===== src/rtl/rob_pkg.sv =====
// Shared ROB-side definitions: default tag/data widths, the CDB broadcast
// record and the instruction-type encoding used by ROB, RST and order queue.
package rob_pkg;

  localparam int TAG_W_DEF    = 5;
  localparam int DATA_W_DEF   = 32;
  localparam int STARVE_CNT_W = 4;

  typedef enum logic [1:0] {
    INST_RD_VALID = 2'b00,
    INST_BRANCH   = 2'b01,
    INST_STORE    = 2'b10
  } inst_type_e;

  typedef struct packed {
    logic                  valid;
    logic [TAG_W_DEF-1:0]  tag;
    logic [DATA_W_DEF-1:0] data;
    logic                  branch;
    logic                  taken;
  } cdb_rec_t;

endpackage


===== src/rtl/rr_picker.sv =====
// Rotating priority encoder: first set bit of req at or after start,
// wrapping to 0. Purely combinational; shared with the issue schedulers.
module rr_picker #(
  parameter int N     = 4,
  parameter int IDX_W = $clog2(N)
) (
  input  logic [N-1:0]     req,
  input  logic [IDX_W-1:0] start,
  output logic [N-1:0]     gnt,
  output logic [IDX_W-1:0] idx,
  output logic             any
);

  // Scan offsets from farthest to nearest so the nearest valid bit wins.
  always_comb begin
    int p;
    gnt = '0;
    idx = '0;
    any = 1'b0;
    p   = 0;
    for (int o = N - 1; o >= 0; o--) begin
      p = int'(start) + o;
      if (p >= N) p = p - N;
      if (req[p]) begin
        gnt    = '0;
        gnt[p] = 1'b1;
        idx    = IDX_W'(p);
        any    = 1'b1;
      end
    end
  end

endmodule


===== src/rtl/cdb_arbiter.sv =====
// CDB arbiter: grants one completed functional-unit result per cycle in
// round-robin order and registers it onto the common data bus.
// Optional starvation override enabled by defining CDB_ARB_STARVE_EN.
module cdb_arbiter
  import rob_pkg::*;
#(
  parameter  int NUM_REQ      = 4,
  parameter  int TAG_W        = TAG_W_DEF,
  parameter  int DATA_W       = DATA_W_DEF,
  parameter  int STARVE_LIMIT = 8,
  localparam int SRC_W        = $clog2(NUM_REQ)
) (
  input  logic                      clock,
  input  logic                      reset,
  input  logic [NUM_REQ-1:0]        Req_valid,
  input  logic [NUM_REQ*TAG_W-1:0]  Req_tag,
  input  logic [NUM_REQ*DATA_W-1:0] Req_data,
  input  logic [NUM_REQ-1:0]        Req_branch,
  input  logic [NUM_REQ-1:0]        Req_branch_taken,
  output logic [NUM_REQ-1:0]        Req_ready,
  input  logic                      Flush,
  output logic                      Cdb_valid,
  output logic [TAG_W-1:0]          Cdb_rd_tag,
  output logic [DATA_W-1:0]         Cdb_data,
  output logic                      Cdb_branch,
  output logic                      Cdb_branch_taken,
  output logic [SRC_W-1:0]          Cdb_src
);

  if (STARVE_LIMIT < 1 || STARVE_LIMIT > 15) begin : g_bad_limit
    $error("cdb_arbiter: STARVE_LIMIT must be 1..15");
  end

  logic [SRC_W-1:0]   rr_ptr_q, rr_ptr_d;
  logic [NUM_REQ-1:0] rr_gnt;
  logic [SRC_W-1:0]   rr_idx;
  logic               rr_any;
  logic [SRC_W-1:0]   win_idx;
  logic               win_any;
  logic               xfer;

  logic               cdb_valid_q, cdb_valid_d;
  logic [TAG_W-1:0]   cdb_tag_q, cdb_tag_d;
  logic [DATA_W-1:0]  cdb_data_q, cdb_data_d;
  logic               cdb_br_q, cdb_br_d;
  logic               cdb_tk_q, cdb_tk_d;
  logic [SRC_W-1:0]   cdb_src_q, cdb_src_d;

  rr_picker #(.N(NUM_REQ), .IDX_W(SRC_W)) u_pick (
    .req   (Req_valid),
    .start (rr_ptr_q),
    .gnt   (rr_gnt),
    .idx   (rr_idx),
    .any   (rr_any)
  );

`ifdef CDB_ARB_STARVE_EN
  logic [NUM_REQ-1:0][STARVE_CNT_W-1:0] wait_cnt_q, wait_cnt_d;
  logic [NUM_REQ-1:0]                   starved;
  logic [SRC_W-1:0]                     st_idx;
  logic                                 st_any;

  // Lowest-index starved requester. A counter can overshoot the limit while
  // another starved requester is served, so it still counts as starved.
  always_comb begin
    starved = '0;
    st_idx  = '0;
    st_any  = 1'b0;
    for (int i = NUM_REQ - 1; i >= 0; i--) begin
      starved[i] = Req_valid[i] &&
                   (wait_cnt_q[i] >= STARVE_CNT_W'(STARVE_LIMIT));
      if (starved[i]) begin
        st_idx = SRC_W'(i);
        st_any = 1'b1;
      end
    end
  end

  // Saturating wait counters: count cycles spent valid but not granted.
  always_comb begin
    wait_cnt_d = wait_cnt_q;
    for (int i = 0; i < NUM_REQ; i++) begin
      if (Flush || !Req_valid[i] || Req_ready[i])
        wait_cnt_d[i] = '0;
      else if (wait_cnt_q[i] != {STARVE_CNT_W{1'b1}})
        wait_cnt_d[i] = wait_cnt_q[i] + 1'b1;
    end
  end

  // Wait counter state.
  always_ff @(posedge clock or negedge reset) begin
    if (!reset) wait_cnt_q <= '0;
    else        wait_cnt_q <= wait_cnt_d;
  end
`endif

  // Winner selection and one-hot grant; Flush and reset suppress everything.
  always_comb begin
    win_idx = rr_idx;
    win_any = rr_any;
`ifdef CDB_ARB_STARVE_EN
    if (st_any) begin
      win_idx = st_idx;
      win_any = 1'b1;
    end
`endif
    Req_ready = '0;
    if (win_any && reset && !Flush) Req_ready[win_idx] = 1'b1;
    xfer = |(Req_valid & Req_ready);
  end

  // Pointer advance and CDB capture; fields hold when nothing transfers.
  always_comb begin
    rr_ptr_d    = rr_ptr_q;
    cdb_valid_d = xfer;
    cdb_tag_d   = cdb_tag_q;
    cdb_data_d  = cdb_data_q;
    cdb_br_d    = cdb_br_q;
    cdb_tk_d    = cdb_tk_q;
    cdb_src_d   = cdb_src_q;
    if (xfer) begin
      rr_ptr_d   = (win_idx == SRC_W'(NUM_REQ - 1)) ? '0 : win_idx + 1'b1;
      cdb_tag_d  = Req_tag[win_idx*TAG_W +: TAG_W];
      cdb_data_d = Req_data[win_idx*DATA_W +: DATA_W];
      cdb_br_d   = Req_branch[win_idx];
      cdb_tk_d   = Req_branch_taken[win_idx];
      cdb_src_d  = win_idx;
    end
  end

  // Pointer and broadcast registers.
  always_ff @(posedge clock or negedge reset) begin
    if (!reset) begin
      rr_ptr_q    <= '0;
      cdb_valid_q <= 1'b0;
      cdb_tag_q   <= '0;
      cdb_data_q  <= '0;
      cdb_br_q    <= 1'b0;
      cdb_tk_q    <= 1'b0;
      cdb_src_q   <= '0;
    end else begin
      rr_ptr_q    <= rr_ptr_d;
      cdb_valid_q <= cdb_valid_d;
      cdb_tag_q   <= cdb_tag_d;
      cdb_data_q  <= cdb_data_d;
      cdb_br_q    <= cdb_br_d;
      cdb_tk_q    <= cdb_tk_d;
      cdb_src_q   <= cdb_src_d;
    end
  end

  assign Cdb_valid        = cdb_valid_q;
  assign Cdb_rd_tag       = cdb_tag_q;
  assign Cdb_data         = cdb_data_q;
  assign Cdb_branch       = cdb_br_q;
  assign Cdb_branch_taken = cdb_tk_q;
  assign Cdb_src          = cdb_src_q;

endmodule


===== config.mk =====
export PLATFORM = sky130hd
export DESIGN_NAME = cdb_arbiter
export DESIGN_NICKNAME = d
export VERILOG_FILES = /design/src/rtl/rob_pkg.sv /design/src/rtl/rr_picker.sv /design/src/rtl/cdb_arbiter.sv
export SDC_FILE = /design/constraint.sdc
export NUM_CORES = 1
export LEC_CHECK = 0
export CAP_MARGIN = 10
export CORE_AREA = 2 2 98 100
export DETAILED_ROUTE_END_ITERATION = 8
export DIE_AREA = 0 0 100 102
export PLACE_DENSITY_LB_ADDON = 0.12
export SLEW_MARGIN = 0
export SYNTH_ARGS = -nofsm -noshare
export SYNTH_HDL_FRONTEND = slang
export SYNTH_SLANG_ARGS = --single-unit
export TNS_END_PERCENT = 10

===== constraint.sdc =====
create_clock -name clock -period 3.1 [get_ports clock]
set_input_delay 0.775 -clock clock [delete_from_list [all_inputs] [get_ports clock]]
set_output_delay 0.775 -clock clock [all_outputs]
set_load 0.02 [all_outputs]

Word-level counts from Yosys, hierarchy flattened
Cells that the tools add are included.
{"block": "word_totals", "out_inout_bits": 46, "word_cells": 67, "inputBits": 163, "regBits": 44}
{"block": "op_classes", "addsub": 8, "multipliers": 1, "n_eq_ne": 1, "magnitude_cmp": 10, "shifts": 2, "mux": 32, "bitwise_logic": 1, "reduce_logical": 5}
{"operator": "less-than comparator 32 x 4 -> 1 bit, second input constant", "n": 4}
{"operator": "two-way mux 32 bit", "n": 4}
{"operator": "indexed part select 128 x 8 -> 32 bit", "n": 1}
{"operator": "greater-or-equal comparator 32 x 4 -> 1 bit, second input constant", "n": 3}
{"operator": "subtractor 32 x 4 -> 32 bit, second input constant", "n": 3}
{"operator": "indexed part select 20 x 6 -> 5 bit", "n": 1}
{"operator": "two-way mux 1 bit", "n": 15}
{"operator": "binary-select mux 1 bit (select 2 bit)", "n": 6}
{"operator": "two-way mux 2 bit", "n": 5}
{"operator": "adder 2 x 2 -> 3 bit, second input constant", "n": 2}
{"operator": "multiplier 2 x 3 -> 5 bit, second input constant", "n": 1}
{"operator": "AND 4 bit", "n": 1}
{"operator": "two-way mux 4 bit", "n": 1}
{"operator": "OR reduction 4 bit", "n": 1}
{"operator": "subtractor 2 x 3 -> 4 bit, second input constant", "n": 1}
{"operator": "adder 2 x 1 -> 3 bit, second input constant", "n": 1}
{"operator": "greater-or-equal comparator 2 x 3 -> 1 bit, second input constant", "n": 1}
{"operator": "logical AND 1 bit", "n": 3}
{"operator": "less-than comparator 2 x 3 -> 1 bit, second input constant", "n": 1}
{"operator": "adder 2 x 1 -> 2 bit, second input constant", "n": 1}
{"operator": "demux 1 bit (select 2 bit)", "n": 1}
{"operator": "== test 2 bit, second input constant", "n": 1}
{"operator": "greater-or-equal comparator 2 x 1 -> 1 bit, second input constant", "n": 1}
{"operator": "zero test 1 bit", "n": 1}

Logic depth before layout (Yosys ltp)
Gate-level depths: netlist of run 1.
{"block": "logic_depth", "word_depth": 17, "mapped_depth": 13, "ltp_nobuf": 9}

Modules after synthesis
A second synthesis of run 1 with hierarchy kept.
{"block": "hier_totals", "hier_cells": 224, "area_unflattened_um2": 3284.4}
{"mod": "cdb_arbiter", "area_per_inst_um2": 2723.9, "instances": 1, "cells_each": 155, "seq_area_each_um2": 1101.1}
{"mod": "rr_picker", "area_per_inst_um2": 560.5, "instances": 1, "cells_each": 69, "seq_area_each_um2": 0.0}

Worst setup path before layout of run 1
OpenSTA, ideal clock, no wires.
{"block": "synth_timing", "path_type": "input to register", "from": "in Req_valid[2]", "to": "reg cdb_data_q[10], in the netlist Cdb_data[10]", "setup_time_ns": 0.092, "setup_slack_ns": 0.146, "t_arrival_ns": 2.862, "t_required_ns": 3.008, "cell_stages": 13, "n_path_buf": 4, "path_cell_list": "nor2b_1 > a311o_1 > buf_6 > nand2_4 > buf_4 > inv_1 > ha_1 > a22oi_1 > a31o_2 > buf_6 > clkbuf_1 > nand2_1 > o31ai_2"}
{"block": "synth_via", "elab_chain_len": 14, "word_cells_on_any_way": 31, "classes_between": "order compare: 2; shift: 1; mux: 23; bitwise: 1; reduce/logical: 4"}
{"element": "start: declaration", "line": "cdb_arbiter.sv:15", "rtl": "input logic [NUM_REQ-1:0] Req_valid,"}
{"element": "binary-select mux 1 bit (select 2 bit)", "line": "rr_picker.sv:24", "rtl": "if (req[p]) begin"}
{"element": "two-way mux 1 bit (not written as such) (2 in a row)", "line": "rr_picker.sv:24"}
{"element": "two-way mux 2 bit (4 in a row)", "line": "rr_picker.sv:24"}
{"element": "less-than comparator 2 x 3 -> 1 bit (not written as such) or greater-or-equal comparator 2 x 1 -> 1 bit (tied branches)", "line": "cdb_arbiter.sv:108", "rtl": "if (win_any && reset && !Flush) Req_ready[win_idx] = 1'b1;"}
{"element": "logical AND 1 bit (not written as such)", "line": "cdb_arbiter.sv:108"}
{"element": "two-way mux 1 bit (not written as such)", "line": "cdb_arbiter.sv:108"}
{"element": "demux 1 bit (select 2 bit)", "line": "cdb_arbiter.sv:108"}
{"element": "two-way mux 4 bit", "line": "cdb_arbiter.sv:108"}
{"element": "AND 4 bit", "line": "cdb_arbiter.sv:109", "rtl": "xfer = |(Req_valid & Req_ready);"}
{"element": "OR reduction 4 bit", "line": "cdb_arbiter.sv:109"}
{"element": "end signal: assignment", "line": "cdb_arbiter.sv:145", "rtl": "cdb_data_q <= cdb_data_d;"}
{"element": "end: declaration", "line": "cdb_arbiter.sv:44", "rtl": "logic [DATA_W-1:0] cdb_data_q, cdb_data_d;"}
Parallel ways exist; a longest one is shown, timed or not. The select of a mux whose other input is x is not followed.
A chain may end at the register's enable or synchronous reset.

Worst setup path in the final report of run 1
{"block": "layout_timing", "from": "in Req_valid[2]", "to": "out Req_ready[3]"}
{"block": "layout_via", "elab_chain_len": 12, "word_cells_on_any_way": 28, "classes_between": "order compare: 2; mux: 23; reduce/logical: 3"}
{"element": "binary-select mux 1 bit (select 2 bit)", "line": "rr_picker.sv:24"}
{"element": "two-way mux 1 bit (not written as such) (2 in a row)", "line": "rr_picker.sv:24"}
{"element": "two-way mux 2 bit (4 in a row)", "line": "rr_picker.sv:24"}
{"element": "less-than comparator 2 x 3 -> 1 bit (not written as such) or greater-or-equal comparator 2 x 1 -> 1 bit (tied branches)", "line": "cdb_arbiter.sv:108"}
{"element": "logical AND 1 bit (not written as such)", "line": "cdb_arbiter.sv:108"}
{"element": "two-way mux 1 bit (not written as such)", "line": "cdb_arbiter.sv:108"}
{"element": "demux 1 bit (select 2 bit)", "line": "cdb_arbiter.sv:108"}
{"element": "two-way mux 4 bit (*)", "line": "cdb_arbiter.sv:108"}
{"element": "end: declaration", "line": "cdb_arbiter.sv:20", "rtl": "output logic [NUM_REQ-1:0] Req_ready,"}
Every way passes the cells marked *; elsewhere a longest branch is shown, timed or not. The select of a mux whose other input is x is not followed.

==> results of run 1 <==
[state kept, by name, indices dropped and copies added, names as in the netlist]
signal and cells:
Cdb_branch_taken 1, Cdb_data 32, Cdb_branch 1, Cdb_valid 1, rr_ptr_q 2, Cdb_src 2
Cdb_rd_tag 5
[layer usage]
| layer | track usage [%] | vias to the layer above | share of wire (%) |
|---|---|---|---|
| li1 | - | 1733 | - |
| met5 | 0 | - | 0 |
| met3 | 4.65 | 8 | 7.0 |
| met4 | 4.43 | 0 | 0.99 |
| met2 | 36.1 | 131 | 48 |
| met1 | 27.5 | 1601 | 44 |
[path summary, 6_finish.rpt]
check	from	to	slack [ps]	cells past startpoint
max in group asynchronous	reset	Cdb_data[13]	2110	2
min reg2reg	Cdb_branch_taken	Cdb_branch_taken	480	2
max reg2reg	rr_ptr_q[1]	Cdb_data[14]	870	10
min in group asynchronous	reset	Cdb_data[31]	590	2
min	Cdb_branch_taken	Cdb_branch_taken	480	2
max	Req_valid[2]	Req_ready[3]	130	8
[worst max-delay path, delay by kind of cell]
kind                       cells  cell delay, ps
and+or+nand+nor                2             240
AOI/OAI and AO/OA              1             410
buffers and inverters          4             580
adders and majority gates      1             180
[report_power, final]
group / internal, W / switching (W)
combinational: 0.00121 / 0.00136
sequential: 0.000838 / 0.000145
clock: 0.000182 / 0.000193
total: 0.00223 / 0.00170
[cell type report]
type | count | area [um^2]
Clock buffer | 8 | 90.1
Fill cell | 829 | 3680
Inverter | 4 | 15.0
Multi-Input combinational cell | 263 | 1810
Sequential cell | 44 | 1100
Tap cell | 111 | 139
Timing Repair Buffer | 226 | 2280
[cell families (layout without fill, tap and decap cells)]
logic type / count (synthesis) / in the layout / synth area share (%)
AOI/OAI and AO/OA: 125 / 125 / 32.2
adders and majority gates: 2 / 2 / 0.807
buffers and inverters: 45 / 238 / 7.26
DFF: 44 / 44 / 35.5
muxes: 2 / 2 / 0.726
and+or+nand+nor: 134 / 134 / 23.5
[stage by stage]
step | area, um^2 | power (W) | utilization, %
2_1_floorplan | 3100 | 0.00246 | -
3_3_place_gp | 5250 | 0.00345 | 57.7
3_5_place_dp | 5250 | 0.00349 | 57.7
4_1_cts | 5410 | 0.00396 | 59.4
5_1_grt | 5430 | 0.00423 | 59.6
6_report | 5430 | 0.00393 | 59.6
[synthesized netlist by cell type, types with 2 or more instances]
library cell and n:
and3_1 80, ha_1 2, a211oi_2 6, o21ai_1 2, buf_4 5, dfrtp_1 44
nand2_1 44, buf_2 6, o31ai_2 6, a211oi_1 72, nor2b_1 2, clkbuf_1 26
o31ai_1 33, buf_6 4, mux2_1 2, inv_1 3, nor2_1 3
[timing repair]
action,CTS,global route
cloned,1,0
pin swaps,4,1
setup endpoints to repair,4,4
setup buffers,3,0
gates resized for setup,27,4
[cells in the final DEF, fill, tap and decap left out, types with 2 or more instances in the layout]
cell type          n
a211oi_1          72
a211oi_2           6
and3_1            80
buf_12             3
buf_2              2
buf_4             14
buf_6              2
clkbuf_1           2
clkbuf_8           6
clkdlybuf4s50_1  199
dfrtp_1           44
dlygate4sd2_1      2
dlymetal6s2s_1     2
ha_2               2
inv_1              2
inv_2              2
mux2_1             2
nand2_1           44
nor2_1             3
nor2b_1            2
o21ai_1            2
o31ai_1           33
o31ai_2            6
==> reports/qor.csv, run 1 <==
stage;metric;value;unit
yosys;syn_nets;517;
timing;fin_tns_setup;0;ps
timing;grt_setup_unrepaired;no;
cts;clk_pin_slew_worst_paths;80;ps
timing;setup-violations-final;0;
yosys;synth_cells;352;
hold_path;min_path_type;reg2reg;
yosys;syn_area;3100;um^2
place;gp_congestion;0.965;
global_route;gr-total-overflow;0;
cells_and_area;final_cells;656;
cts;tritoncts;done;
timing;finalWorstSetupSlack;130;ps
critical_path;cp_data_arrival_time;2200;ps
timing;finalCriticalPeriod;2970;ps
yosys;synth_edf_count;0;
critical_path;criticalPathCategory;in2out;
timing;finClkSkew;7.16;ps
yosys;ys_seq_area_share;35.5;%
yosys;synth_area_leaders;dfrtp_1 36%, a211oi_1 17%, and3_1 16%;
timing;hold_viol;0;
floorplanning;core-area;9110;um^2
floorplanning;die_h;102;um
timing;hold_ws;476;ps
global_route;antenna_found_initial;0;
floorplanning;start_util;34.0;%
detailed_routing;wl;11.0;mm
yosys;ys_warn_count;0;
detailed_routing;drt.antenna.violating_nets;0;
cts;cts_max_path_buffers;2;
detailed_routing;dr.pass1.iters;5;
critical_path;crit_required;2320;ps
yosys;synth_cell_type_count;29;
detailed_routing;post_drt_wl_per_cell;16.7;um
yosys;async_reset_ff_share;100;%
yosys;syn_area_per_cell;8.81;um^2
timing;period_share;95.8;%
cts;htree_levels;2;
power;vdd_drop_max;314;uV
place;hpwlAfterDp;7.64;mm
global_route;grt_usage;21.1;%
global_route;grt_pass1_vias;3490;
yosys;yosysTopAreaCell;dfrtp_1;
global_route;grt_pass1_wl;17.4;mm
cts;clock_latency;290;ps
floorplanning;rows;35;
cells_and_area;final_nets;709;
critical_path;end_kind;output port;
critical_path;cp_cell_sequence;dlygate4sd2_1, buf_6, a311o_2, nand2_4, inv_1, ha_2, and3_1, buf_4;
status;status;finished, final reports clean;
detailed_routing;vias;3473;
detailed_routing;drcViolationCount;0;
yosys;ys.flop_type;dfrtp_1;
place;pre_cts_ws;-433;ps
cts;numCtsBuffers;5;
critical_path;startpoint_type;input pin;
detailed_routing;vias_per_cell;5.29;
yosys;ys_seq_elements;44;
place;place_inst;644;
power;power_density;723;nW/um^2
global_route;grt_max_degree;80;
floorplanning;pin_count;209;
timing;fmaxAchievable;337;MHz
run;cap_violations;0;
critical_path;cp_max_fo;4;
detailed_routing;initialDrtViolationCount;128;
cells_and_area;drive_gt1_share;9.54;%
cells_and_area;n_antenna_cell;0;
cells_and_area;area_growth;75.1;%
cts;cts_root_buf;clkbuf_8;
cts;hold_buffers;0;
floorplanning;die_w;100;um
timing;tightest_slew;651;ps
power;power.leakage;2.37;nW
timing;max-slew-margin-rel;56.6;%
critical_path;critPathMaxStageDelay;410;ps
yosys;synth_top_area_share;35.5;%
cts;clock-sinks;44;
place;portBuffers;208;
critical_path;slowest_stage;a311o_2;
floorplanning;die_area;10200;um^2
timing;slew_violations;0;
No activity file was read; power rests on OpenSTA's default activity.
==> run 2, diff against run 1 <==
--- a/config.mk
+++ b/config.mk
@@ -14,4 +14,3 @@
 export SYNTH_ARGS = -nofsm -noshare
 export SYNTH_HDL_FRONTEND = slang
 export SYNTH_SLANG_ARGS = --single-unit
-export TNS_END_PERCENT = 10
==> results of run 2 <==
Final layout, timing and power as in run 1 (identical DEF).
